File: src/rtl/biu_pkg.sv
// Shared types and widths for the bus interface unit and its wait/timeout timer.
package biu_pkg;

  typedef enum logic [1:0] {
    IDLE,
    SETUP,
    ACCESS,
    DONE
  } biu_state_t;

  localparam int WAIT_W      = 4;
  localparam int TIMEOUT_DEF = 64;
  localparam int TO_W        = $clog2(TIMEOUT_DEF + 1);

  // Timeout counter width for a given abort threshold.
  function automatic int to_w(input int timeout);
    return $clog2(timeout + 1);
  endfunction

endpackage

File: src/rtl/biu_wait_timer.sv
// Per-strobe wait-state down-counter and mem_ready stall up-counter; reloaded on entry to ACCESS.
// timeout fires combinationally on the ACCESS edge that would make the stall count reach TIMEOUT.
module biu_wait_timer
  import biu_pkg::*;
#(
  parameter int WAIT_STATES = 1,
  parameter int TIMEOUT     = 64,
  parameter int TOW         = TO_W
) (
  input  logic clk,
  input  logic rst,
  input  logic load,
  input  logic tick,
  input  logic mem_ready,
  output logic expired,
  output logic timeout
);

  logic [WAIT_W-1:0] wait_q, wait_d;
  logic [TOW-1:0]    to_q, to_d;

  always_comb begin
    wait_d = wait_q;
    to_d   = to_q;
    if (load) begin
      wait_d = WAIT_W'(WAIT_STATES);
      to_d   = '0;
    end else if (tick) begin
      // mem_ready is only meaningful once the programmed wait states are spent
      if (wait_q != '0) begin
        wait_d = wait_q - 1'b1;
      end else if (!mem_ready) begin
        to_d = to_q + 1'b1;
      end
    end
  end

  always_ff @(posedge clk) begin
    if (rst) begin
      wait_q <= '0;
      to_q   <= '0;
    end else begin
      wait_q <= wait_d;
      to_q   <= to_d;
    end
  end

  assign expired = (wait_q == '0);
  assign timeout = tick && expired && !mem_ready && (to_q == TOW'(TIMEOUT - 1));

endmodule

File: src/rtl/bus_interface_unit.sv
// Sequences byte / little-endian word memory cycles for the core: SETUP, strobed ACCESS, DONE pulse.
// Byte latency W+3 edges from accept, word 2W+5; req_ready is low from accept until DONE returns to IDLE.
module bus_interface_unit
  import biu_pkg::*;
#(
  parameter int WAIT_STATES = 1,
  parameter int TIMEOUT     = 64
) (
  input  logic        clk,
  input  logic        rst,
  input  logic        req_valid,
  output logic        req_ready,
  input  logic [15:0] req_addr,
  input  logic        req_we,
  input  logic        req_word,
  input  logic [15:0] req_wdata,
  output logic        rsp_valid,
  output logic [15:0] rsp_data,
  output logic        rsp_err,
  output logic [15:0] mem_addr,
  output logic [7:0]  mem_wdata,
  output logic        mem_oe,
  output logic        mem_we,
  input  logic [7:0]  mem_rdata,
  input  logic        mem_ready
);

  localparam int TOW = to_w(TIMEOUT);

  biu_state_t  state_q, state_d;
  logic [15:0] addr_q, addr_d;
  logic        we_q, we_d;
  logic        word_q, word_d;
  logic [7:0]  wdata_hi_q, wdata_hi_d;
  logic        idx_q, idx_d;
  logic        req_ready_q, req_ready_d;
  logic        rsp_valid_q, rsp_valid_d;
  logic        rsp_err_q, rsp_err_d;
  logic [15:0] rsp_data_q, rsp_data_d;
  logic [15:0] mem_addr_q, mem_addr_d;
  logic [7:0]  mem_wdata_q, mem_wdata_d;
  logic        mem_oe_q, mem_oe_d;
  logic        mem_we_q, mem_we_d;
  logic        expired, timeout;

  biu_wait_timer #(
    .WAIT_STATES(WAIT_STATES),
    .TIMEOUT    (TIMEOUT),
    .TOW        (TOW)
  ) u_wait_timer (
    .clk      (clk),
    .rst      (rst),
    .load     (state_q == SETUP),
    .tick     (state_q == ACCESS),
    .mem_ready(mem_ready),
    .expired  (expired),
    .timeout  (timeout)
  );

  always_comb begin
    state_d     = state_q;
    addr_d      = addr_q;
    we_d        = we_q;
    word_d      = word_q;
    wdata_hi_d  = wdata_hi_q;
    idx_d       = idx_q;
    req_ready_d = req_ready_q;
    rsp_valid_d = 1'b0;
    rsp_err_d   = 1'b0;
    rsp_data_d  = rsp_data_q;
    mem_addr_d  = mem_addr_q;
    mem_wdata_d = mem_wdata_q;
    mem_oe_d    = mem_oe_q;
    mem_we_d    = mem_we_q;
    case (state_q)
      IDLE: begin
        if (req_valid) begin
          addr_d      = req_addr;
          we_d        = req_we;
          word_d      = req_word;
          wdata_hi_d  = req_wdata[15:8];
          idx_d       = 1'b0;
          req_ready_d = 1'b0;
          mem_addr_d  = req_addr;
          mem_wdata_d = req_wdata[7:0];
          state_d     = SETUP;
        end
      end
      SETUP: begin
        mem_oe_d = !we_q;
        mem_we_d = we_q;
        state_d  = ACCESS;
      end
      ACCESS: begin
        if (expired && mem_ready) begin
          mem_oe_d = 1'b0;
          mem_we_d = 1'b0;
          if (!we_q) begin
            if (idx_q)       rsp_data_d[15:8] = mem_rdata;
            else if (word_q) rsp_data_d[7:0]  = mem_rdata;
            else             rsp_data_d       = {8'h00, mem_rdata};
          end
          if (word_q && !idx_q) begin
            // high byte address wraps at 0xFFFF, matching the AGU's 16-bit space
            idx_d       = 1'b1;
            mem_addr_d  = addr_q + 16'd1;
            mem_wdata_d = wdata_hi_q;
            state_d     = SETUP;
          end else begin
            rsp_valid_d = 1'b1;
            state_d     = DONE;
          end
        end else if (timeout) begin
          mem_oe_d    = 1'b0;
          mem_we_d    = 1'b0;
          rsp_valid_d = 1'b1;
          rsp_err_d   = 1'b1;
          state_d     = DONE;
        end
      end
      DONE: begin
        req_ready_d = 1'b1;
        state_d     = IDLE;
      end
      default: state_d = IDLE;
    endcase
  end

  always_ff @(posedge clk) begin
    if (rst) begin
      state_q     <= IDLE;
      addr_q      <= '0;
      we_q        <= 1'b0;
      word_q      <= 1'b0;
      wdata_hi_q  <= '0;
      idx_q       <= 1'b0;
      req_ready_q <= 1'b1;
      rsp_valid_q <= 1'b0;
      rsp_err_q   <= 1'b0;
      rsp_data_q  <= '0;
      mem_addr_q  <= '0;
      mem_wdata_q <= '0;
      mem_oe_q    <= 1'b0;
      mem_we_q    <= 1'b0;
    end else begin
      state_q     <= state_d;
      addr_q      <= addr_d;
      we_q        <= we_d;
      word_q      <= word_d;
      wdata_hi_q  <= wdata_hi_d;
      idx_q       <= idx_d;
      req_ready_q <= req_ready_d;
      rsp_valid_q <= rsp_valid_d;
      rsp_err_q   <= rsp_err_d;
      rsp_data_q  <= rsp_data_d;
      mem_addr_q  <= mem_addr_d;
      mem_wdata_q <= mem_wdata_d;
      mem_oe_q    <= mem_oe_d;
      mem_we_q    <= mem_we_d;
    end
  end

  assign req_ready = req_ready_q;
  assign rsp_valid = rsp_valid_q;
  assign rsp_err   = rsp_err_q;
  assign rsp_data  = rsp_data_q;
  assign mem_addr  = mem_addr_q;
  assign mem_wdata = mem_wdata_q;
  assign mem_oe    = mem_oe_q;
  assign mem_we    = mem_we_q;

endmodule

File: config.mk
export PLATFORM = sky130hd
export DESIGN_NAME = bus_interface_unit
export DESIGN_NICKNAME = d
export VERILOG_FILES = /design/src/rtl/biu_pkg.sv /design/src/rtl/biu_wait_timer.sv /design/src/rtl/bus_interface_unit.sv
export SDC_FILE = /design/constraint.sdc
export NUM_CORES = 1
export LEC_CHECK = 0
export CORE_AREA = 3 3 97 99
export DETAILED_ROUTE_END_ITERATION = 7
export DIE_AREA = 0 0 100 102
export GPL_TIMING_DRIVEN = 0
export PLACE_DENSITY = 0.75
export SYNTH_ARGS = -nofsm -noshare
export SYNTH_HDL_FRONTEND = slang
export SYNTH_HIERARCHICAL = 1
export SYNTH_SLANG_ARGS = --single-unit
File: constraint.sdc
create_clock -name clk -period 2.2 [get_ports clk]
set_input_delay 0.44 -clock clk [delete_from_list [all_inputs] [get_ports clk]]
set_output_delay 0.44 -clock clk [all_outputs]
set_load 0.1 [all_outputs]
# Word level (Yosys, flattened, before mapping)
# Index checks and enable logic that the tools add are counted.
[word_totals]
memories = 0
ram_bits = 0
regBits = 85
latchBits = 0
rom_bits = 0
output_inout_bits = 45
word_cells = 93
in_bits = 46
[classes]
muxes = 30
n_eq_ne = 9
n_reduce_logical = 28
div = 0
shift = 0
add_sub_neg = 3
n_lt_le_gt_ge = 0
n_mul = 0
bitwise_logic = 5
[op_table]
columns = ["op", "n"]
rows = [
  ["$mux 16", 3],
  ["$mux 8", 5],
  ["$pmux 16 s2", 1],
  ["$add 16x1->16 const B", 1],
  ["$pmux 8 s2", 1],
  ["$reduce_and 2->1", 6],
  ["$reduce_and 4->1", 3],
  ["$mux 1", 11],
  ["$mux 2", 4],
  ["$pmux 1 s2", 4],
  ["$pmux 2 s4", 1],
  ["$reduce_bool 2->1", 4],
  ["$add 7x1->7 const B", 1],
  ["$eq 7x6->1 const B", 1],
  ["$ne 2x2->1 const B", 3],
  ["$logic_and 1x1->1", 5],
  ["$not 1->1", 5],
  ["$eq 2x2->1 const B", 2],
  ["$logic_not 4->1", 1],
  ["$reduce_bool 4->1", 1],
  ["$reduce_or 2->1", 2],
  ["$sub 4x1->4 const B", 1],
  ["$logic_not 1->1", 3],
  ["$ne 3x3->1 const B", 1],
  ["other kinds (5)", 5],
]

# Longest topological paths before layout
# Gate-level depths: netlist of run 1.
[logic_depth]
word_depth = 7
depth_mapped = 11
depth_no_buf = 9

# Modules after synthesis
# Netlist of run 1, hierarchy kept.
[by_module_without_submodules]
columns = ["module", "seq_area_each_um2", "cells_each", "instances", "area_each_um2"]
rows = [
  ["bus_interface_unit", 1481.4, 384, 1, 3285.7],
  ["biu_wait_timer", 220.2, 67, 1, 564.3],
]

# Worst setup path after synthesis of run 1
# Ideal clock, no wire load.
[synth_path]
path_kind = "register -> register"
start = "register u_wait_timer.wait_q[0]"
end = "register mem_addr_q[0], in the netlist mem_addr[0]"
n_path_buf = 3
period_less_slack_ps = 2301
setup_ps = 86
arrival_ps = 2215
required_time_ps = 2114
setup_slack_ps = -101
path_stages_with_launch = 12
path_cell_list = "dfxtp_1 inv_1 ha_1 or3b_1 buf_2 buf_2 inv_1 nand4b_2 a21oi_2 buf_4 nor2_1 a211oi_1"
[synth_between]
elab_chain_len = 4
[synth_rtl]
columns = ["element", "line", "rtl"]
rows = [
  ["start, declared", "biu_wait_timer.sv:19", "logic [WAIT_W-1:0] wait_q, wait_d;"],
  ["start signal, assigned", "biu_wait_timer.sv:43", "wait_q <= wait_d;"],
  ["$logic_not 4->1", "biu_wait_timer.sv:48", "assign expired = (wait_q == '0);"],
  ["via expired", "bus_interface_unit.sv:44", "logic expired, timeout;"],
  ["$logic_and 1x1->1", "bus_interface_unit.sv:95", "if (expired && mem_ready) begin"],
  ["$ne 2x2->1 (no line)", "n/a", ""],
  ["$reduce_and 4->1 (no line)", "n/a", ""],
  ["end signal, assigned", "bus_interface_unit.sv:156", "mem_addr_q <= mem_addr_d;"],
  ["end, declared", "bus_interface_unit.sv:40", "logic [15:0] mem_addr_q, mem_addr_d;"],
]
# The timed path passes the listed nets, and every way through them passes these cells.
# A chain may end at the register's enable or synchronous reset.

# Worst setup path in the final report of run 1
[layout_path]
start = "register u_wait_timer.wait_q[0]"
end = "register mem_addr_q[3], in the netlist mem_addr[3]"
# Same word-level chain as after synthesis.

==> results.md, run 1 <==
* Antenna cells at 0
* Die Area at 0.0102 sq mm
* GRT Total Usage at 0.215
* Final worst path period share at 0.970
* Vert. Die Dim at 102 um
* Slew Viols, Final at 0
* Final wirelength at 11.0 mm
* CTS Hold Buffers Added at 0
* Drt via density at 5.50
* Setup_tns at 0 ns
* WHS at 0.459 ns
* Cell Area, Synth at 0.00385 sq mm
* Number of synthesized flops with an enable pin at 0
* H-Tree Depth at 3
* Core area at 0.00864 sq mm
* RR Startpoint: u_wait_timer/wait_q[0]$_SDFFE_PP0P_
* Largest net degree at the start of global routing at 16
* Kind of critical path: flop to flop
* Die W at 100 um
* Latest clock arrival within the worst-skew pair at 0.36 ns
* DRC at 0
* Clk buf depth at 2
* GP Congestion at 0.944
* Hold depth at 2
* Antenna Nets Post-Route at 0
* P_int at 3.59 mW
* Overflow after GRT at 0
* Switch share at 0.498
* Clock Sinks at 85
* Post-DP HPWL at 7.67 mm
* Fmax at 0.469 GHz
* Vias in the first global route at 3690
* FP Rows at 34
* CP endpoint kind: flop
* #FFs+latches synth at 85
* Vias post-DR at 3748
* Seq pwr share at 0.298
* Min-delay src: mem_addr[12]$_SDFFE_PP0P_
* Layout area overhead at 38.4%
* Hold Crit Class: flop to flop
* Worst Setup SP: u_wait_timer/wait_q[0]$_SDFFE_PP0P_
* Leakage at 2.08 nW
* VDD IR max at 0.986 mV
* Hold Vio Cnt, Final at 0
* Worst reg2reg endpoint: mem_addr[3]$_SDFFE_PP0P_
* TritonCTS Buffers at 9
* Initial Utilization at 0.446
* RSZ-0062 raised after global routing: yes
* NetSw at 3.57 mW
* Post-Syn Instances at 451
* Final min period at 2.13 ns
* Arr. time, crit path at 2.42 ns
* Async S/R FF share, synth at 0
* Sequential area share after synthesis at 0.442
* Commonest non-fill, non-tap cell in the layout: dfxtp_1
* Layout cells sized above 1 at 0.140
* Actual slew at the worst max-slew pin at 0.983 ns
* Worst-path fanout max at 7
* Critical Path Source Type: flop
* Relative slew slack at 0.347
* Setup-failing EPs final at 0
* First-pass GRT wire length at 17.6 mm
* Routed len/inst at 16.1 um
* Syn Area/Cell at 8.54 sq um
* Gate power share at 0.542
* Status: finished clean
* Worst Skew at 0.0112 ns
* PD cells at 1340 mW/mm^2
* Synth Net Count at 504
* Clock transition at the registers of the reported paths at 0.09 ns
* Ports at 91
* CTS Root Buffer Type: clkbuf_8
* Synthesis Warnings at 6
* IO Port Bufs at 90
* Initial antenna violation count at 0
* Count of nets after finishing at 621
* Prevailing post-synth register cell: dfxtp_1
* Netlist cell types at 57
* Worst hold path endpoint: mem_addr[12]$_SDFFE_PP0P_
* WP data required at 2.49 ns
* Max Cap Viol at 0
* Most frequent cells in the layout: dfxtp_1, nand2_1, a21oi_1
* Clock Power Share at 0.160
* Worst r2r path cells at 10
* CTS tree: yes
* Reg2reg setup slack at 0.07 ns
* Starting DRT DRC Count at 158
* FILL cells at 790
* First-pass DRT Iterations at 4
## cells by family (layout without fill, tap and decap cells)
logic type,count (synthesis),in the layout,synth area share
flops,85,85,0.442
xor+xnor,8,8,0.0182
compound gates,119,119,0.199
mux,19,19,0.0494
simple gates,170,170,0.212
buf+inv,43,165,0.0569
fa+ha+maj,7,7,0.0227
## timing repair
action | in CTS | in global routing
gates resized for setup | 77 | 20
cloned | 0 | 0
pin swaps | 8 | 9
buffers inserted | 14 | 4
endpoints found under the setup margin | 90 | 32
## registers in the layout, summed over array words and instances (netlist names), 2 cells and up
| name | flops |
|---|---|
| u_wait_timer/wait_q | 4 |
| mem_wdata | 8 |
| wdata_hi_q | 8 |
| mem_addr | 16 |
| rsp_data | 16 |
| state_q | 2 |
| addr_q | 16 |
| u_wait_timer/to_q | 7 |
## synthesized netlist by cell type, types with 3 or more instances
cell      count  area share
dfxtp_1      85        0.44
nand2_1      74       0.072
a21oi_1      50       0.065
nor2_1       40       0.039
mux2i_1      19       0.049
clkbuf_1     16       0.016
o21ai_0      15       0.019
inv_1        13       0.013
a211oi_1     11       0.021
nand3_1      10       0.013
or3_1         9       0.015
a22oi_1       8       0.016
buf_2         8       0.010
ha_1          7       0.023
nand4_1       6      0.0098
or4_1         6       0.012
xnor2_1       6       0.014
a311oi_1      5       0.011
nor2b_1       5      0.0081
o31ai_1       4      0.0078
nor4_1        3      0.0049
o211ai_1      3      0.0058
## metrics by stage
stage | std cells | instance area (sq um) | utilization | worst slack [ns] | power [mW]
3_5_place_dp | 649 | 4890 | 0.567 | -0.507 | 5.72
2_1_floorplan | 451 | 3860 | - | 0.0000850 | 4.80
3_3_place_gp | 649 | 4890 | 0.567 | -0.420 | 5.66
6_report | 681 | 5330 | 0.617 | 0.0656 | 7.16
4_1_cts | 679 | 5250 | 0.608 | -0.0207 | 7.04
5_1_grt | 681 | 5330 | 0.617 | -0.0706 | 7.49
## worst max-delay path: stages, from the launching register on
cell and delay (ns):
dfxtp_2 0.33, inv_2 0.07, ha_4 0.12, or3b_4 0.40, buf_8 0.15, inv_8 0.05
nand4b_4 0.14, a21o_4 0.28, buf_8 0.14, a211o_1 0.27, a21oi_2 0.13
## metal layers
layer	part of all wire	up-vias	wire [um]	track usage
met2	0.51	110	5560	0.391
met1	0.42	1788	4630	0.256
met5	0	-	0	0
met3	0.057	16	626	0.0444
li1	-	1834	-	-
met4	0.015	0	169	0.0642
## how the worst max path moves through the flow
stage,to,depth (start not counted)
3_3_place_gp,state_q[1]$_SDFFE_PP0P_,8
5_1_grt,mem_we$_SDFFE_PP0P_,11
4_1_cts,mem_addr[3]$_SDFFE_PP0P_,11
3_5_place_dp,state_q[1]$_SDFFE_PP0P_,8
2_1_floorplan,mem_addr[8]$_SDFFE_PP0P_,10
6_report,mem_addr[3]$_SDFFE_PP0P_,10
## power groups by stage
stage / Combinational, mW / Sequential, mW / Clock [mW]
floorplan: 1.26 / 3.54 / 0
global placement: 3.52 / 2.14 / 0
detailed placement: 3.57 / 2.15 / 0
CTS: 3.76 / 2.12 / 1.16
global route: 4.09 / 2.17 / 1.22
finish: 3.88 / 2.13 / 1.15
## cell type report
cell class / count / area, sq um / area share
clock inverters: 6 / 70.1 / 0.0131
plain buffers: 27 / 199 / 0.0373
inverters: 14 / 60.1 / 0.0113
well taps: 108 / 135 / 0.0254
multi-input cells: 323 / 2030 / 0.382
flip-flops and latches: 85 / 1710 / 0.320
clock buffers: 10 / 138 / 0.0258
repair buffers: 108 / 986 / 0.185
Power figures use the tool's default switching activity.
==> run 2, diff against run 1 <==
Settings changed: ABC_AREA from default to 0, CELL_PAD_IN_SITES_DETAIL_PLACEMENT from default to 0, CELL_PAD_IN_SITES_GLOBAL_PLACEMENT from default to 1, CORE_AREA 3 3 97 99 to 3 3 113 115, DIE_AREA 0 0 100 102 to 0 0 116 118, PLACE_DENSITY 0.75 to default, PLACE_DENSITY_LB_ADDON from default to 0.1.
==> results.md, run 2 (synthesized netlist as in run 1, its figures left out) <==
* Worst path bufs/invs at 5
* Arr. time, crit path at 2.43 ns
* Latest clock arrival within the worst-skew pair at 0.34 ns
* Clock transition at the registers of the reported paths at 0.07 ns
* Most frequent cells in the layout: dfxtp_1, nand2_1, a21oi_1
* Commonest non-fill, non-tap cell in the layout: dfxtp_1
* Antenna cells at 0
* Routed len/inst at 16.7 um
* Reg area at 0.00171 sq mm
* Kind of critical path: flop to flop
* Actual slew at the worst max-slew pin at 0.994 ns
* Largest net degree at the start of global routing at 13
* Hold Vio Cnt, Final at 0
* Fmax at 0.464 GHz
* WP data required at 2.47 ns
* First-pass DRT Iterations at 5
* Vias post-DR at 3706
* VDD IR max at 0.769 mV
* Setup_tns at 0 ns
* PD cells at 1390 mW/mm^2
* CTS Root Buffer Type: clkbuf_16
* GRT Total Usage at 0.177
* Critical Path Most Common Cell: buf_8
* Critical Path Source Type: flop
* Final min period at 2.16 ns
* Critical path cell sequence: inv_2 > ha_4 > or3b_4 > buf_8 > inv_8 > nand4b_4 > a21oi_4 > buf_12 > buf_8 > nand4_1 > a21oi_1
* Clock Sinks at 85
* Status: finished clean
* GP Congestion at 0.799
* RSZ-0062 raised after global routing: yes
* Overflow after GRT at 0
* Count of nets after finishing at 620
* Initial antenna violation count at 0
* Worst Skew at 0.00746 ns
* FP Rows at 40
* CP endpoint kind: flop
* Initial Utilization at 0.323
* Final wirelength at 12.0 mm
* FILL cells at 1202
* Antenna Nets Post-Route at 0
* Switch share at 0.474
* First-pass GRT wire length at 19.2 mm
* Ports at 91
* IO Port Bufs at 90
* Worst-path fanout max at 5
* Post-DP HPWL at 8.11 mm
* Multi-input logic area at 0.00208 sq mm
* Seq pwr share at 0.276
* Relative slew slack at 0.340
* Starting DRT DRC Count at 173
* Final worst path period share at 0.980
* Setup-failing EPs final at 0
* Die Area at 0.0137 sq mm
* CTS Hold Buffers Added at 0
* Max Cap Viol at 0
* WHS at 0.454 ns
* Slew Viols, Final at 0
* Power Total at 7.74 mW
* Layout cells sized above 1 at 0.159
* NetSw at 3.67 mW
* Layout area overhead at 44.2%
* Hold Crit Class: flop to flop
* P_int at 4.07 mW
* TritonCTS Buffers at 9
* DRC at 0
* Drt via density at 5.16
* H-Tree Depth at 3
* Clk buf depth at 2
* Core area at 0.0119 sq mm
* CP delay by family, top: simple AND/OR/NAND/NOR gates
* Gate power share at 0.524
* Vias in the first global route at 3648
* Clock Power Share at 0.200
* CTS tree: yes
* Max stage delay on crit path at 0.41 ns
* Leakage at 2.16 nW
* Critical Path Slowest Stage Cell: or3b_4
* Die W at 116 um
* Vert. Die Dim at 118 um
-- run 2: changes by cell type in the layout (fill, tap and decap cells not counted), sizes merged --
cell,delta
clkinv,-1
clkinvlp,-3
clkbuf,+4
buf,-1
inv,-1
dlymetal6s2s,+1
dlygate4sd2,-1
-- run 2: power groups by stage --
stage	clock network, mW	logic, mW	registers (mW)
2_1_floorplan	0	1.26	3.54
3_3_place_gp	0	3.59	2.15
3_5_place_dp	0	3.60	2.15
4_1_cts	1.58	3.91	2.12
5_1_grt	1.65	4.31	2.19
6_report	1.55	4.05	2.14
-- run 2: final timing paths --
kind / start / end / slack, ns / cells after the start
worst max-delay path: u_wait_timer/wait_q[1]$_SDFFE_PP0P_ / mem_addr[12]$_SDFFE_PP0P_ / 0.04 / 11
worst max register to register: u_wait_timer/wait_q[1]$_SDFFE_PP0P_ / mem_addr[12]$_SDFFE_PP0P_ / 0.04 / 11
worst min-delay path: wdata_hi_q[4]$_SDFFE_PP0P_ / wdata_hi_q[4]$_SDFFE_PP0P_ / 0.45 / 2
worst min register to register: wdata_hi_q[4]$_SDFFE_PP0P_ / wdata_hi_q[4]$_SDFFE_PP0P_ / 0.45 / 2
-- run 2: final cells by class --
| class | count | share of cell area |
|---|---|---|
| tap | 147 | 0.0331 |
| inverter | 14 | 0.0108 |
| timing repair buffer | 107 | 0.184 |
| sequential | 85 | 0.307 |
| multi-input combinational | 323 | 0.375 |
| clock inverter | 1 | 0.00541 |
| buffer | 27 | 0.0370 |
| clock buffer | 14 | 0.0476 |
-- run 2: metrics by stage --
step | cell area, sq um | instances | worst slack (ns) | util
finish | 5550 | 718 | 0.0441 | 0.466
global route | 5550 | 718 | -0.0409 | 0.466
CTS | 5420 | 714 | 0.000973 | 0.455
detailed placement | 4940 | 688 | -0.503 | 0.415
global placement | 4940 | 688 | -0.494 | 0.415
floorplan | 3860 | 451 | 0.0000850 | -
-- run 2: worst register-to-register path: cells and delay by family, from the launching register on --
kind	cells	cell delay [ns]
buf+inv	5	0.56
flops	1	0.33
fa+ha+maj	1	0.14
simple gates	3	0.67
compound gates	2	0.40
-- run 2: timing repair --
item,in CTS,in global routing
setup endpoints to repair,90,52
pin swaps,7,21
resized for setup,76,41
setup buffers,11,4
cloned,1,1
-- run 2: metal layers --
layer  track usage  part of all wire  vias to the layer above
li1              -                 -                     1846
met1         0.253              0.48                     1765
met2         0.259              0.45                       84
met3        0.0509             0.060                       11
met4        0.0529             0.012                        0
met5             0                 0                        -
==> run 3, diff against run 2 <==
Settings changed: HOLD_SLACK_MARGIN from default to 0.02, RECOVER_POWER from default to 25, SETUP_SLACK_MARGIN from default to 0.2.
==> results.md, run 3 (synthesized netlist as in run 1, its figures left out) <==
* Status: finished, violations left
* Failing checks: negative setup slack
* Count of nets after finishing at 632
* Post-DP HPWL at 8.12 mm
* Setup-failing EPs final at 4
* Starting DRT DRC Count at 188
* CP endpoint kind: flop
* Overflow after GRT at 0
* Clock Sinks at 85
* FILL cells at 1171
* First-pass GRT wire length at 19.1 mm
* Vert. Die Dim at 118 um
* Largest net degree at the start of global routing at 15
* Hold depth at 2
* PD cells at 1410 mW/mm^2
* Finished Core Util at 0.490
* Finished Layout Cells at 731
* Vias post-DR at 3742
* Drt via density at 5.12
* Leakage at 2.18 nW
* RR Startpoint: u_wait_timer/wait_q[1]$_SDFFE_PP0P_
* Arr. time, crit path at 2.47 ns
* H-Tree Depth at 3
* Routed len/inst at 16.2 um
* Worst Setup SP: u_wait_timer/wait_q[1]$_SDFFE_PP0P_
* IO Port Bufs at 90
* GP Congestion at 0.793
* CTS tree: yes
* Antenna Nets Post-Route at 0
* Worst slack at placement at -0.413 ns
* Final WS setup at -0.0352 ns
* Actual slew at the worst max-slew pin at 0.970 ns
* DRC at 0
* Most frequent cells in the layout: dfxtp_1, nand2_1, a21oi_1
* Worst-path fanout max at 6
* Commonest non-fill, non-tap cell in the layout: dfxtp_1
* Layout cells sized above 1 at 0.257
* First-pass DRT Iterations at 4
* Clk buf depth at 2
* CTS Root Buffer Type: clkbuf_16
* FP Rows at 40
* CTS Hold Buffers Added at 0
* Kind of critical path: flop to flop
* Vias in the first global route at 3539
* TritonCTS Buffers at 9
* Max Cap Viol at 0
* RSZ-0062 raised after global routing: yes
* Initial Utilization at 0.323
* GRT Total Usage at 0.177
* Antenna cells at 0
* Hold Crit Class: flop to flop
* WHS at 0.454 ns
* Slew Viols, Final at 0
* WP data required at 2.43 ns
* Hold Vio Cnt, Final at 0
* Final min period at 2.24 ns
* Final wirelength at 11.9 mm
* Critical Path Source Type: flop
* Die W at 116 um
* Core area at 0.0119 sq mm
* Initial antenna violation count at 0
* Worst r2r path cells at 11
* Die Area at 0.0137 sq mm
* Ports at 91
* VDD IR max at 0.788 mV
* Worst Skew at 0.00386 ns
* Latest clock arrival within the worst-skew pair at 0.33 ns
* Layout area overhead at 51.7%
* Inst Count DP at 688
* Clock transition at the registers of the reported paths at 0.06 ns
* Final worst path period share at 1.02
* Min-delay src: wdata_hi_q[5]$_SDFFE_PP0P_
* Fmax at 0.447 GHz
* Relative slew slack at 0.356
run 3: what timing repair did:
action | 4_1_cts | 5_1_grt
pin swaps | 23 | 14
setup endpoints to repair | 110 | 91
buffers inserted | 18 | 6
resized for setup | 123 | 77
cloned | 3 | 0
run 3: cell type report:
type,count,area [sq um],area share
Sequential cell,85,1700,0.292
Clock buffer,11,253,0.0433
Inverter,14,63.8,0.0109
Tap cell,147,184,0.0315
Buffer,29,260,0.0446
Multi-Input combinational cell,323,2230,0.382
Timing Repair Buffer,117,1090,0.186
Clock inverter,5,58.8,0.0101
run 3: power by group:
part	total [mW]	switching, mW	internal [mW]
Sequential	2.18	0.303	1.87
Clock	1.59	0.643	0.942
Combinational	4.49	2.94	1.55
run 3: path summary, 6_finish.rpt:
| path | endpoint | slack, ns |
|---|---|---|
| worst min-delay path | wdata_hi_q[5]$_SDFFE_PP0P_ | 0.45 |
| worst max-delay path | mem_addr[6]$_SDFFE_PP0P_ | -0.04 |
| worst max register to register | mem_addr[6]$_SDFFE_PP0P_ | -0.04 |
| worst min register to register | wdata_hi_q[5]$_SDFFE_PP0P_ | 0.45 |
run 3: worst max-delay path, cell delays in order (launching register included):
cell and delay (ns):
dfxtp_2 0.33, inv_2 0.06, ha_4 0.12, or3b_4 0.37
buf_6 0.14, buf_8 0.12, inv_8 0.05, nand4b_4 0.15
a21o_4 0.28, buf_4 0.15, buf_8 0.12, a31o_2 0.23
run 3: layer usage:
metal | vias up | GRT usage | share of wire
li1 | 1867 | - | -
met1 | 1769 | 0.249 | 0.48
met2 | 93 | 0.261 | 0.45
met3 | 13 | 0.0406 | 0.057
met4 | 0 | 0.0645 | 0.017
met5 | - | 0 | 0
run 3: through the flow:
stage / cell area [sq um] / TNS [ns] / total power, mW
3_3_place_gp: 5000 / -7.24 / 5.81
5_1_grt: 5840 / -1.05 / 8.65
2_1_floorplan: 3910 / 0 / 4.87
3_5_place_dp: 5000 / -8.33 / 5.84
6_report: 5840 / -0.0762 / 8.25
4_1_cts: 5720 / -0.0577 / 8.10
